`config.mk`:
```
export PLATFORM = sky130hd
export DESIGN_NAME = llc_req_arb_flat
export DESIGN_NICKNAME = d
export VERILOG_FILES = /design/src/rtl/llc_arb_pkg.sv /design/src/rtl/llc_req_arb_if.sv /design/src/rtl/llc_chan_fifo.sv /design/src/rtl/llc_req_arb.sv /design/src/flat_wrapper.sv
export SDC_FILE = /design/constraint.sdc
export NUM_CORES = 1
export LEC_CHECK = 0
export ABC_AREA = 1
export CELL_PAD_IN_SITES_DETAIL_PLACEMENT = 1
export CELL_PAD_IN_SITES_GLOBAL_PLACEMENT = 1
export CORE_MARGIN = 1.5
export CORE_UTILIZATION = 28
export DETAILED_ROUTE_END_ITERATION = 7
export HOLD_SLACK_MARGIN = 0.1
export PLACE_DENSITY = 0.56
export SYNTH_ARGS = -nofsm -noshare
export SYNTH_HDL_FRONTEND = slang
export SYNTH_SLANG_ARGS = --single-unit
```
`constraint.sdc`:
```
create_clock -name clk -period 15.7 [get_ports clk]
set_clock_uncertainty 0.05 [all_clocks]
set_input_delay 2.355 -clock clk [delete_from_list [all_inputs] [get_ports clk]]
set_output_delay 2.355 -clock clk [all_outputs]
set_load 0.01 [all_outputs]
```
`src/rtl/llc_arb_pkg.sv`:
```
// +----------------------------------------------------------------------+
// | llc_arb_pkg: shared constants, width helpers and channel index type   |
// | Rev 1.0                                                              |
// +----------------------------------------------------------------------+
`default_nettype none

package llc_arb_pkg;

  localparam int PRIO_RR    = 0;
  localparam int PRIO_FIXED = 1;

  localparam int NCH_MAX  = 8;
  localparam int CH_W_MAX = 3;

  typedef logic [CH_W_MAX-1:0] chan_idx_t;

  function automatic int ch_w(input int nch);
    return (nch > 1) ? $clog2(nch) : 1;
  endfunction

  function automatic int cnt_w(input int depth);
    return $clog2(depth) + 1;
  endfunction

  // (base + k) mod n for base < n and k <= n
  function automatic int wrap_inc(input int base, input int k, input int n);
    int s;
    s = base + k;
    if (s >= n) s = s - n;
    return s;
  endfunction

endpackage

`default_nettype wire

```
`src/rtl/llc_req_arb_if.sv`:
```
// +----------------------------------------------------------------------+
// | llc_req_arb_if: request-side and grant-side bus of the LLC arbiter    |
// | Rev 1.0                                                              |
// +----------------------------------------------------------------------+
`default_nettype none

interface llc_req_arb_if
  import llc_arb_pkg::*;
#(
  parameter int NCH    = 2,
  parameter int DEPTH  = 4,
  parameter int DATA_W = 128
) ();

  localparam int CH_W  = ch_w(NCH);
  localparam int CNT_W = cnt_w(DEPTH);

  logic [NCH-1:0]        in_valid;
  logic [NCH*DATA_W-1:0] in_data;
  logic [NCH-1:0]        in_ready;
  logic                  out_valid;
  logic [DATA_W-1:0]     out_data;
  logic [CH_W-1:0]       out_chan;
  logic                  out_ready;
  logic [NCH*CNT_W-1:0]  in_count;

  modport master (
    output in_valid, in_data, out_ready,
    input  in_ready, out_valid, out_data, out_chan, in_count
  );

  modport slave (
    input  in_valid, in_data, out_ready,
    output in_ready, out_valid, out_data, out_chan, in_count
  );

endinterface

`default_nettype wire

```
`src/rtl/llc_chan_fifo.sv`:
```
// +----------------------------------------------------------------------+
// | llc_chan_fifo: flop-based per-channel request FIFO with occupancy     |
// | Rev 1.0                                                              |
// +----------------------------------------------------------------------+
`default_nettype none

module llc_chan_fifo
  import llc_arb_pkg::*;
#(
  parameter int DEPTH  = 4,
  parameter int DATA_W = 128
) (
  input  logic                    clk,
  input  logic                    rst,
  input  logic                    push,
  input  logic [DATA_W-1:0]       push_data,
  input  logic                    pop,
  output logic [DATA_W-1:0]       head_data,
  output logic [cnt_w(DEPTH)-1:0] count,
  output logic                    not_full,
  output logic                    not_empty
);

  localparam int PTR_W = $clog2(DEPTH);
  localparam int CNT_W = cnt_w(DEPTH);
  localparam logic [CNT_W-1:0] FULL_CNT = CNT_W'(DEPTH);

  logic [PTR_W-1:0]  wr_ptr_q, wr_ptr_d;
  logic [PTR_W-1:0]  rd_ptr_q, rd_ptr_d;
  logic [CNT_W-1:0]  count_q, count_d;
  logic [DATA_W-1:0] mem_q [DEPTH];
  logic [DATA_W-1:0] mem_d [DEPTH];
  logic              do_push, do_pop;

  // Fullness is judged on the current count, so a full FIFO refuses a push
  // even when it is popped in the same cycle.
  assign do_push   = push & (count_q != FULL_CNT);
  assign do_pop    = pop & (count_q != '0);
  assign not_full  = (count_q != FULL_CNT);
  assign not_empty = (count_q != '0);
  assign count     = count_q;
  assign head_data = mem_q[rd_ptr_q];

  always_comb begin
    mem_d    = mem_q;
    wr_ptr_d = wr_ptr_q;
    rd_ptr_d = rd_ptr_q;
    count_d  = count_q;
    if (do_push) begin
      mem_d[wr_ptr_q] = push_data;
      wr_ptr_d        = wr_ptr_q + 1'b1;
    end
    if (do_pop) begin
      rd_ptr_d = rd_ptr_q + 1'b1;
    end
    unique case ({do_push, do_pop})
      2'b10:   count_d = count_q + 1'b1;
      2'b01:   count_d = count_q - 1'b1;
      default: count_d = count_q;
    endcase
  end

  always_ff @(posedge clk) begin
    if (rst) begin
      wr_ptr_q <= '0;
      rd_ptr_q <= '0;
      count_q  <= '0;
    end else begin
      wr_ptr_q <= wr_ptr_d;
      rd_ptr_q <= rd_ptr_d;
      count_q  <= count_d;
    end
  end

  always_ff @(posedge clk) begin
    mem_q <= mem_d;
  end

endmodule

`default_nettype wire

```
`src/rtl/llc_req_arb.sv`:
```
// +----------------------------------------------------------------------+
// | llc_req_arb: per-channel request FIFOs feeding a locked-grant arbiter |
// | Rev 1.0                                                              |
// +----------------------------------------------------------------------+
`default_nettype none

module llc_req_arb
  import llc_arb_pkg::*;
#(
  parameter int NCH        = 2,
  parameter int DEPTH      = 4,
  parameter int DATA_W     = 128,
  parameter int PRIO_MODE  = 0,
  parameter int STARVE_LIM = 16
) (
  input  logic         clk,
  input  logic         rst,
  llc_req_arb_if.slave bus
);

  localparam int CH_W   = ch_w(NCH);
  localparam int CNT_W  = cnt_w(DEPTH);
  localparam int WAIT_W = $clog2(STARVE_LIM + 1);
  localparam logic [WAIT_W-1:0] WAIT_LIM = WAIT_W'(STARVE_LIM);

  typedef logic [CH_W-1:0] ch_t;

  logic [NCH-1:0]       nonempty;
  logic [NCH-1:0]       fifo_ready;
  logic [NCH-1:0]       pop;
  logic [DATA_W-1:0]    head [NCH];
  logic [CNT_W-1:0]     count [NCH];
  logic [NCH*CNT_W-1:0] count_flat;

  logic                 lock_q, lock_d;
  chan_idx_t            lock_chan_q, lock_chan_d;
  ch_t                  rr_ptr_q, rr_ptr_d;
  logic [WAIT_W-1:0]    wait_cnt_q [NCH];
  logic [WAIT_W-1:0]    wait_cnt_d [NCH];

  chan_idx_t            rr_pick, fp_pick, st_pick, grant_idx;
  logic                 rr_found, fp_found, st_found;
  logic                 any_valid, handshake;
  logic [DATA_W-1:0]    head_sel;

  for (genvar i = 0; i < NCH; i++) begin : g_chan
    llc_chan_fifo #(
      .DEPTH  (DEPTH),
      .DATA_W (DATA_W)
    ) u_fifo (
      .clk       (clk),
      .rst       (rst),
      .push      (bus.in_valid[i]),
      .push_data (bus.in_data[i*DATA_W +: DATA_W]),
      .pop       (pop[i]),
      .head_data (head[i]),
      .count     (count[i]),
      .not_full  (fifo_ready[i]),
      .not_empty (nonempty[i])
    );
  end

  // Candidate selection for both policies; a held lock overrides them.
  always_comb begin
    rr_pick  = '0;
    rr_found = 1'b0;
    fp_pick  = '0;
    fp_found = 1'b0;
    st_pick  = '0;
    st_found = 1'b0;
    for (int k = 0; k < NCH; k++) begin
      if (!rr_found && nonempty[ch_t'(wrap_inc(int'(rr_ptr_q), k, NCH))]) begin
        rr_found = 1'b1;
        rr_pick  = chan_idx_t'(wrap_inc(int'(rr_ptr_q), k, NCH));
      end
      if (!fp_found && nonempty[ch_t'(k)]) begin
        fp_found = 1'b1;
        fp_pick  = chan_idx_t'(k);
      end
      if (!st_found && nonempty[ch_t'(k)] && (wait_cnt_q[ch_t'(k)] == WAIT_LIM)) begin
        st_found = 1'b1;
        st_pick  = chan_idx_t'(k);
      end
    end
    if (lock_q) begin
      grant_idx = lock_chan_q;
    end else if (PRIO_MODE == PRIO_FIXED) begin
      grant_idx = st_found ? st_pick : fp_pick;
    end else begin
      grant_idx = rr_pick;
    end
  end

  always_comb begin
    any_valid = (|nonempty) & ~rst;
    handshake = any_valid & bus.out_ready;
    head_sel  = '0;
    pop       = '0;
    for (int i = 0; i < NCH; i++) begin
      if (grant_idx == chan_idx_t'(i)) begin
        head_sel     = head[ch_t'(i)];
        pop[ch_t'(i)] = handshake;
      end
    end

    // Lock whenever a grant is offered but not taken this cycle.
    lock_d      = any_valid & ~bus.out_ready;
    lock_chan_d = grant_idx;

    rr_ptr_d = rr_ptr_q;
    if (handshake) begin
      rr_ptr_d = ch_t'(wrap_inc(int'(grant_idx), 1, NCH));
    end

    for (int i = 0; i < NCH; i++) begin
      wait_cnt_d[ch_t'(i)] = wait_cnt_q[ch_t'(i)];
      if (PRIO_MODE != PRIO_FIXED || pop[ch_t'(i)]) begin
        wait_cnt_d[ch_t'(i)] = '0;
      end else if (nonempty[ch_t'(i)] && wait_cnt_q[ch_t'(i)] != WAIT_LIM) begin
        wait_cnt_d[ch_t'(i)] = wait_cnt_q[ch_t'(i)] + 1'b1;
      end
    end
  end

  always_comb begin
    count_flat = '0;
    for (int i = 0; i < NCH; i++) begin
      count_flat[i*CNT_W +: CNT_W] = rst ? '0 : count[ch_t'(i)];
    end
  end

  assign bus.out_valid = any_valid;
  assign bus.out_chan  = any_valid ? grant_idx[CH_W-1:0] : '0;
  assign bus.out_data  = head_sel;
  assign bus.in_ready  = fifo_ready | {NCH{rst}};
  assign bus.in_count  = count_flat;

  always_ff @(posedge clk) begin
    if (rst) begin
      lock_q      <= 1'b0;
      lock_chan_q <= '0;
      rr_ptr_q    <= '0;
      for (int i = 0; i < NCH; i++) begin
        wait_cnt_q[i] <= '0;
      end
    end else begin
      lock_q      <= lock_d;
      lock_chan_q <= lock_chan_d;
      rr_ptr_q    <= rr_ptr_d;
      wait_cnt_q  <= wait_cnt_d;
    end
  end

endmodule

`default_nettype wire

```
`src/flat_wrapper.sv`:
```
// flat-port wrapper written by rule: the top's interface ports become plain ports
module llc_req_arb_flat import llc_arb_pkg::*;
#(
  parameter int NCH        = 2,
  parameter int DEPTH      = 4,
  parameter int DATA_W     = 128,
  parameter int PRIO_MODE  = 0,
  parameter int STARVE_LIM = 16
)
  (clk, rst, bus_in_valid, bus_in_data, bus_out_ready, bus_in_ready, bus_out_valid, bus_out_data, bus_out_chan, bus_in_count);
  llc_req_arb_if #(.NCH(NCH), .DEPTH(DEPTH), .DATA_W(DATA_W)) bus_i ();
  input  logic clk;
  input  logic rst;
  input wire logic [$bits(bus_i.in_valid)-1:0] bus_in_valid;
  input wire logic [$bits(bus_i.in_data)-1:0] bus_in_data;
  input wire logic [$bits(bus_i.out_ready)-1:0] bus_out_ready;
  output wire logic [$bits(bus_i.in_ready)-1:0] bus_in_ready;
  output wire logic [$bits(bus_i.out_valid)-1:0] bus_out_valid;
  output wire logic [$bits(bus_i.out_data)-1:0] bus_out_data;
  output wire logic [$bits(bus_i.out_chan)-1:0] bus_out_chan;
  output wire logic [$bits(bus_i.in_count)-1:0] bus_in_count;
  assign bus_i.in_valid = bus_in_valid;
  assign bus_i.in_data = bus_in_data;
  assign bus_i.out_ready = bus_out_ready;
  assign bus_in_ready = bus_i.in_ready;
  assign bus_out_valid = bus_i.out_valid;
  assign bus_out_data = bus_i.out_data;
  assign bus_out_chan = bus_i.out_chan;
  assign bus_in_count = bus_i.in_count;
  llc_req_arb #(.NCH(NCH), .DEPTH(DEPTH), .DATA_W(DATA_W), .PRIO_MODE(PRIO_MODE), .STARVE_LIM(STARVE_LIM)) u_core (.clk(clk), .rst(rst), .bus(bus_i));
endmodule
```
==> metrics.txt, run 1 <==
status=completed; Pre-antenna DRT Iters=4; worst skew pair latency=730 ps; Final nets=4061; most common cell after layout, fill and taps aside=edfxtp_1; CTS Root Cell=clkbuf_16; final setup vio count=0; largest net degree at the start of global routing=150; final wirelength=119 mm; kind of end point of the critical path=primary output; area of the mapped netlist=42000 um2; Syn Nets=3700; GR Util met2=0.262; number of flops mapped to enable cells by yosys=1024; share of layout cells above drive strength 1=0.0633; Initial Utilization=0.281; final hold violations=0; crit path launch type=flip-flop; number of max-cap violations=0; initial antenna violation count=43; worst reg2reg startpoint=u_core.g_chan[1].u_fifo.count[0]$_SDFFE_PP0P_; CTS-repair resized insts=0; Core Area=149000 um2; Fin Setup TNS=0 ps; Worst Path Arrival=4980 ps; Final min period=7390 ps; ANT nets after route=0; cell depth of the worst hold path=2; FF-to-FF setup slack=12240 ps; relative slew slack=0.288; DR vias/cell=4.51; slew of the pin with the lowest slew margin=1070 ps; Die W=390 um; largest cells by area after synthesis=edfxtp_1, nand2_1, inv_1; clock sinks=1043; slowest cell delay on critical path=770 ps; row cnt=142; cts hold-fix bufs=0; GRT Max-Usage Layer=met2; cell family with most CP delay=buffers and inverters; Die Y=390 um; WP buf/inv=4; Yosys reg bits=1043; Final Wtd Congestion=0.703; most frequent cells in the layout=edfxtp_1, nand2_1, inv_1, clkdlybuf4s50_1, a21oi_1; Yosys cell types=30; Num CTS Buffers=116; Layout area overhead=23.0%; min-delay src=u_core.lock_chan_q[1]$_SDFF_PP0_; Post-CTS Setup Bufs=0; first-pass GRT wire length=175 mm; Static Leak=19.2 nW; Hold EP=u_core.lock_chan_q[1]$_SDFF_PP0_; GR Util met1=0.188; RSZ-0062 raised after global routing=false; routed vias=26600; Final Max Tran Viols=0; die area=152000 um2; Post-DP HPWL=70.8 mm; WS Path Type=reg -> out; gr ovfl total=0; port buffer count=398; Slowest-stage cell, CP=buf_4; Peak Freq=135 MHz; Post-Place Cells=5686; area leader, netlist=edfxtp_1; IO Count=399; period utilization=0.471; Power Dens Cells=130 nW/um2; R2R depth=6; met3 Use GR=0.0471; Post-Syn Instances=3427; Total GRT Usage=0.154; Hold Crit Class=reg -> reg; Residual DRC=0; Warnings, synthesis=0; r2r endpoint=u_core.g_chan[1].u_fifo.mem_q[80]$_DFFE_PP_; H-tree depth=3; Filler cells=16000; Avg Cell Area, Syn=12.3 um2; Clk pin slew, worst setup/hold paths=60 ps; CP max FO=149; FFs w/ async S/R, synth=0; routed length per instance=20.2 um; CTS tree=yes; Max Root-Sink Buffers=3; Worst EP required=13300 ps; ys flop type=edfxtp_1; final std cells w/o fill=5912; vias in the first global route=27300; proportion of synthesized chip area in sequential cells=0.740; crit-path cells=inv_8, buf_4, buf_4, o21ai_0, a21oi_1, o21ai_0, nand2_1, clkdlybuf4s50_1; worst vdd ir=0.0917 mV; Synth top area share=0.731; initial DRC count=1097
[worst max path at each step]
stage | slack (ps) | cells after the start | end | startpoint
4_1_cts | 8070 | 8 | bus_out_data[37] | u_core.g_chan[1].u_fifo.rd_ptr_q[0]$_SDFFE_PP0P_
5_1_grt | 7670 | 8 | bus_out_data[37] | u_core.g_chan[1].u_fifo.rd_ptr_q[0]$_SDFFE_PP0P_
3_5_place_dp | 8890 | 5 | bus_out_chan | rst
6_report | 8310 | 8 | bus_out_data[37] | u_core.g_chan[1].u_fifo.rd_ptr_q[0]$_SDFFE_PP0P_
2_1_floorplan | 7190 | 2 | u_core.g_chan[0].u_fifo.mem_q[0]$_DFFE_PP_ | bus_in_valid[0]
3_3_place_gp | 8890 | 8 | bus_out_data[37] | u_core.g_chan[1].u_fifo.rd_ptr_q[0]$_SDFFE_PP0P_
[worst reg2reg max path, delay by kind of cell (launching register included)]
family,cells,cell delay [ps]
flip-flops,1,340
AO/OA/AOI/OAI,1,200
buffers and inverters,3,1490
AND/OR/NAND/NOR,2,960
[stage by stage]
| stage | setup slack [ps] | cell area [um2] | hold WS, ps | power (W) | utilization |
|---|---|---|---|---|---|
| after floorplan | 7190 | 42000 | 375 | 0.00369 | - |
| after global placement | 8890 | 48000 | 387 | 0.00413 | 0.321 |
| after detailed placement | 8890 | 48000 | 394 | 0.00414 | 0.321 |
| after CTS | 8070 | 51700 | 404 | 0.00682 | 0.346 |
| after global routing | 7670 | 51700 | 428 | 0.00697 | 0.346 |
| final | 8310 | 51700 | 400 | 0.00670 | 0.346 |
[synthesized netlist by cell type (all sizes together) (2+ instances only)]
cell    count
inv       414
edfxtp   1024
dfxtp      19
fa          2
nand3     132
clkbuf     67
xor2        2
nand2     790
nor2      164
buf       133
o21ai     267
ha         10
a21oi     273
o311ai    128
[registers in the layout, indices dropped and copies added, names as in the netlist]
name / cells
u_core.g_chan.u_fifo.count: 6
u_core.g_chan.u_fifo.mem_q: 1024
u_core.lock_chan_q: 3
u_core.rr_ptr_q: 1
u_core.lock_q: 1
u_core.g_chan.u_fifo.wr_ptr_q: 4
u_core.g_chan.u_fifo.rd_ptr_q: 4
[kinds of logic (layout without fill, tap and decap cells)]
group,count (synthesis),in the layout,synth area share
buf+inv,614,1075,0.0617
flops,1043,1043,0.740
compound gates,669,669,0.0916
other cells,0,8,0
xor+xnor,2,2,0.000417
simple gates,1087,1087,0.102
fa+ha+maj,12,12,0.00393
[metal layers]
layer	part of all wire	vias to the layer above	wire (um)
met3	0.061	208	7330
met4	0.022	60	2630
met5	0.0032	-	379
met2	0.49	443	58000
met1	0.43	13300	51000
li1	-	12700	-
[layout make-up]
type / count / area [um2] / area share
flip-flops and latches: 1043 / 31100 / 0.602
multi-input cells: 1770 / 8380 / 0.162
repair buffers: 443 / 4350 / 0.0841
clock buffers: 132 / 2980 / 0.0577
well taps: 2016 / 2520 / 0.0488
inverters: 414 / 1570 / 0.0304
clock inverters: 86 / 734 / 0.0142
diodes: 8 / 20.0 / 0.000387
[power breakdown]
part	switching (W)	leakage [nW]	internal, W
clock network	0.00114	1.81	0.00151
logic	0.000493	7.78	0.000325
registers	0.0000316	9.56	0.00321
(Power assumes the default switching activity.)
==> run 2: changes to the inputs <==
Clock period 15.7 ns to 7.46 ns, I/O delays scaled along.
==> run 2 against run 1 <==
  * Core utilization is essentially flat
  * Register-to-register slack got worse by 7700 ps
  * The run now ends with max-slew violations left
  * Critical path type unchanged
  * Setup slack lost 6500 ps
==> metrics.txt, run 2 (synthesized netlist as in run 1, its figures left out) <==
Die W=390 um; CTS tree=yes; DR vias/cell=4.52; Final Wtd Congestion=0.700; Num CTS Buffers=118; Clk pin slew, worst setup/hold paths=60 ps; die area=152000 um2; Largest register FFs=1024; H-tree depth=3; vias in the first global route=27700; CTS-repair resized insts=0; Layout area overhead=22.9%; period utilization=0.755; row cnt=142; relative slew slack=-0.0968; most common cell after layout, fill and taps aside=edfxtp_1; worst setup margin=1830 ps; Pre-antenna DRT Iters=5; Max Root-Sink Buffers=3; Final nets=4055; kind of end point of the critical path=primary output; Core Area=149000 um2; CP max FO=207; number of max-cap violations=0; initial DRC count=1283; slew of the pin with the lowest slew margin=1650 ps; share of layout cells above drive strength 1=0.0586; WS Path Type=reg -> out; final wirelength=119 mm; CTS Root Cell=clkbuf_16; worst vdd ir=0.177 mV; Initial Utilization=0.281; Worst Path Arrival=4460 ps; ANT nets after route=0; violated checks=max-slew violations; first-pass GRT wire length=177 mm; IO Count=399; cts hold-fix bufs=0; gr ovfl total=0; Die Y=390 um; Total GRT Usage=0.156; RSZ-0062 raised after global routing=false; routed length per instance=20.3 um; Post-CTS Setup Bufs=0; Final Max Tran Viols=114; port buffer count=398; Residual DRC=0; largest net degree at the start of global routing=208; status=finished with violations; final hold violations=0; Post-DP HPWL=71.2 mm; routed vias=26700; Fin Setup TNS=0 ps; Final min period=5630 ps; clock sinks=1043; Placement Setup Slack=2970 ps; Hold Crit Class=reg -> reg; worst skew pair latency=750 ps; crit path launch type=flip-flop; Peak Freq=178 MHz; Power Dens Cells=271 nW/um2; most frequent cells in the layout=edfxtp_1, nand2_1, inv_1, clkdlybuf4s50_1, a21oi_1; Static Leak=19.1 nW; largest register by flop count=u_core.g_chan.u_fifo.mem_q; Worst EP required=6290 ps; initial antenna violation count=42; final setup vio count=0
==> run 2: cell type report <==
type	instances	area, um2
fill	16000	97800
clock inverter	61	444
antenna	6	15.0
sequential	1043	31100
clock buffer	154	3140
tap	2016	2520
inverter	414	1570
timing repair buffer	435	4440
multi-input combinational	1770	8380
==> run 2: metrics by stage <==
step	hold WS [ps]	instance area, um2	utilization	power, W	instances
2_1_floorplan	375	42000	-	0.00777	3427
3_3_place_gp	385	48000	0.322	0.00870	5678
3_5_place_dp	395	48000	0.322	0.00872	5678
4_1_cts	406	51600	0.346	0.0142	5893
5_1_grt	427	51600	0.346	0.0146	5895
6_report	402	51600	0.346	0.0140	5899
==> run 2: path summary, 6_finish.rpt <==
| path | from | slack, ps | cells after the start | to |
|---|---|---|---|---|
| setup reg to reg | u_core.g_chan[1].u_fifo.count[0]$_SDFFE_PP0P_ | 4580 | 5 | u_core.g_chan[1].u_fifo.mem_q[226]$_DFFE_PP_ |
| setup / recovery | u_core.g_chan[1].u_fifo.rd_ptr_q[0]$_SDFFE_PP0P_ | 1830 | 7 | bus_out_data[108] |
| hold reg to reg | u_core.lock_chan_q[2]$_SDFF_PP0_ | 400 | 2 | u_core.lock_chan_q[2]$_SDFF_PP0_ |
| hold / removal | u_core.lock_chan_q[2]$_SDFF_PP0_ | 400 | 2 | u_core.lock_chan_q[2]$_SDFF_PP0_ |
==> run 2: worst max-delay path: stages, from the launching register on <==
cell and delay [ps]:
dfxtp_4 770, inv_8 320, buf_12 310, o21ai_0 510, a21oi_1 70, o21ai_0 400, nand2_1 110, clkdlybuf4s50_1 500
==> run 2: power breakdown <==
group | leakage (nW) | internal, W | switching, W
Combinational | 7.78 | 0.000692 | 0.00104
Sequential | 9.56 | 0.00675 | 0.0000704
Clock | 1.76 | 0.00306 | 0.00237
==> run 2: routing by layer <==
| layer | up-vias | global-route usage | wire, um |
|---|---|---|---|
| li1 | 12600 | - | - |
| met1 | 13300 | 0.190 | 50500 |
| met2 | 486 | 0.267 | 58400 |
| met3 | 198 | 0.0472 | 7940 |
| met4 | 60 | 0.0422 | 2270 |
| met5 | - | 0 | 390 |
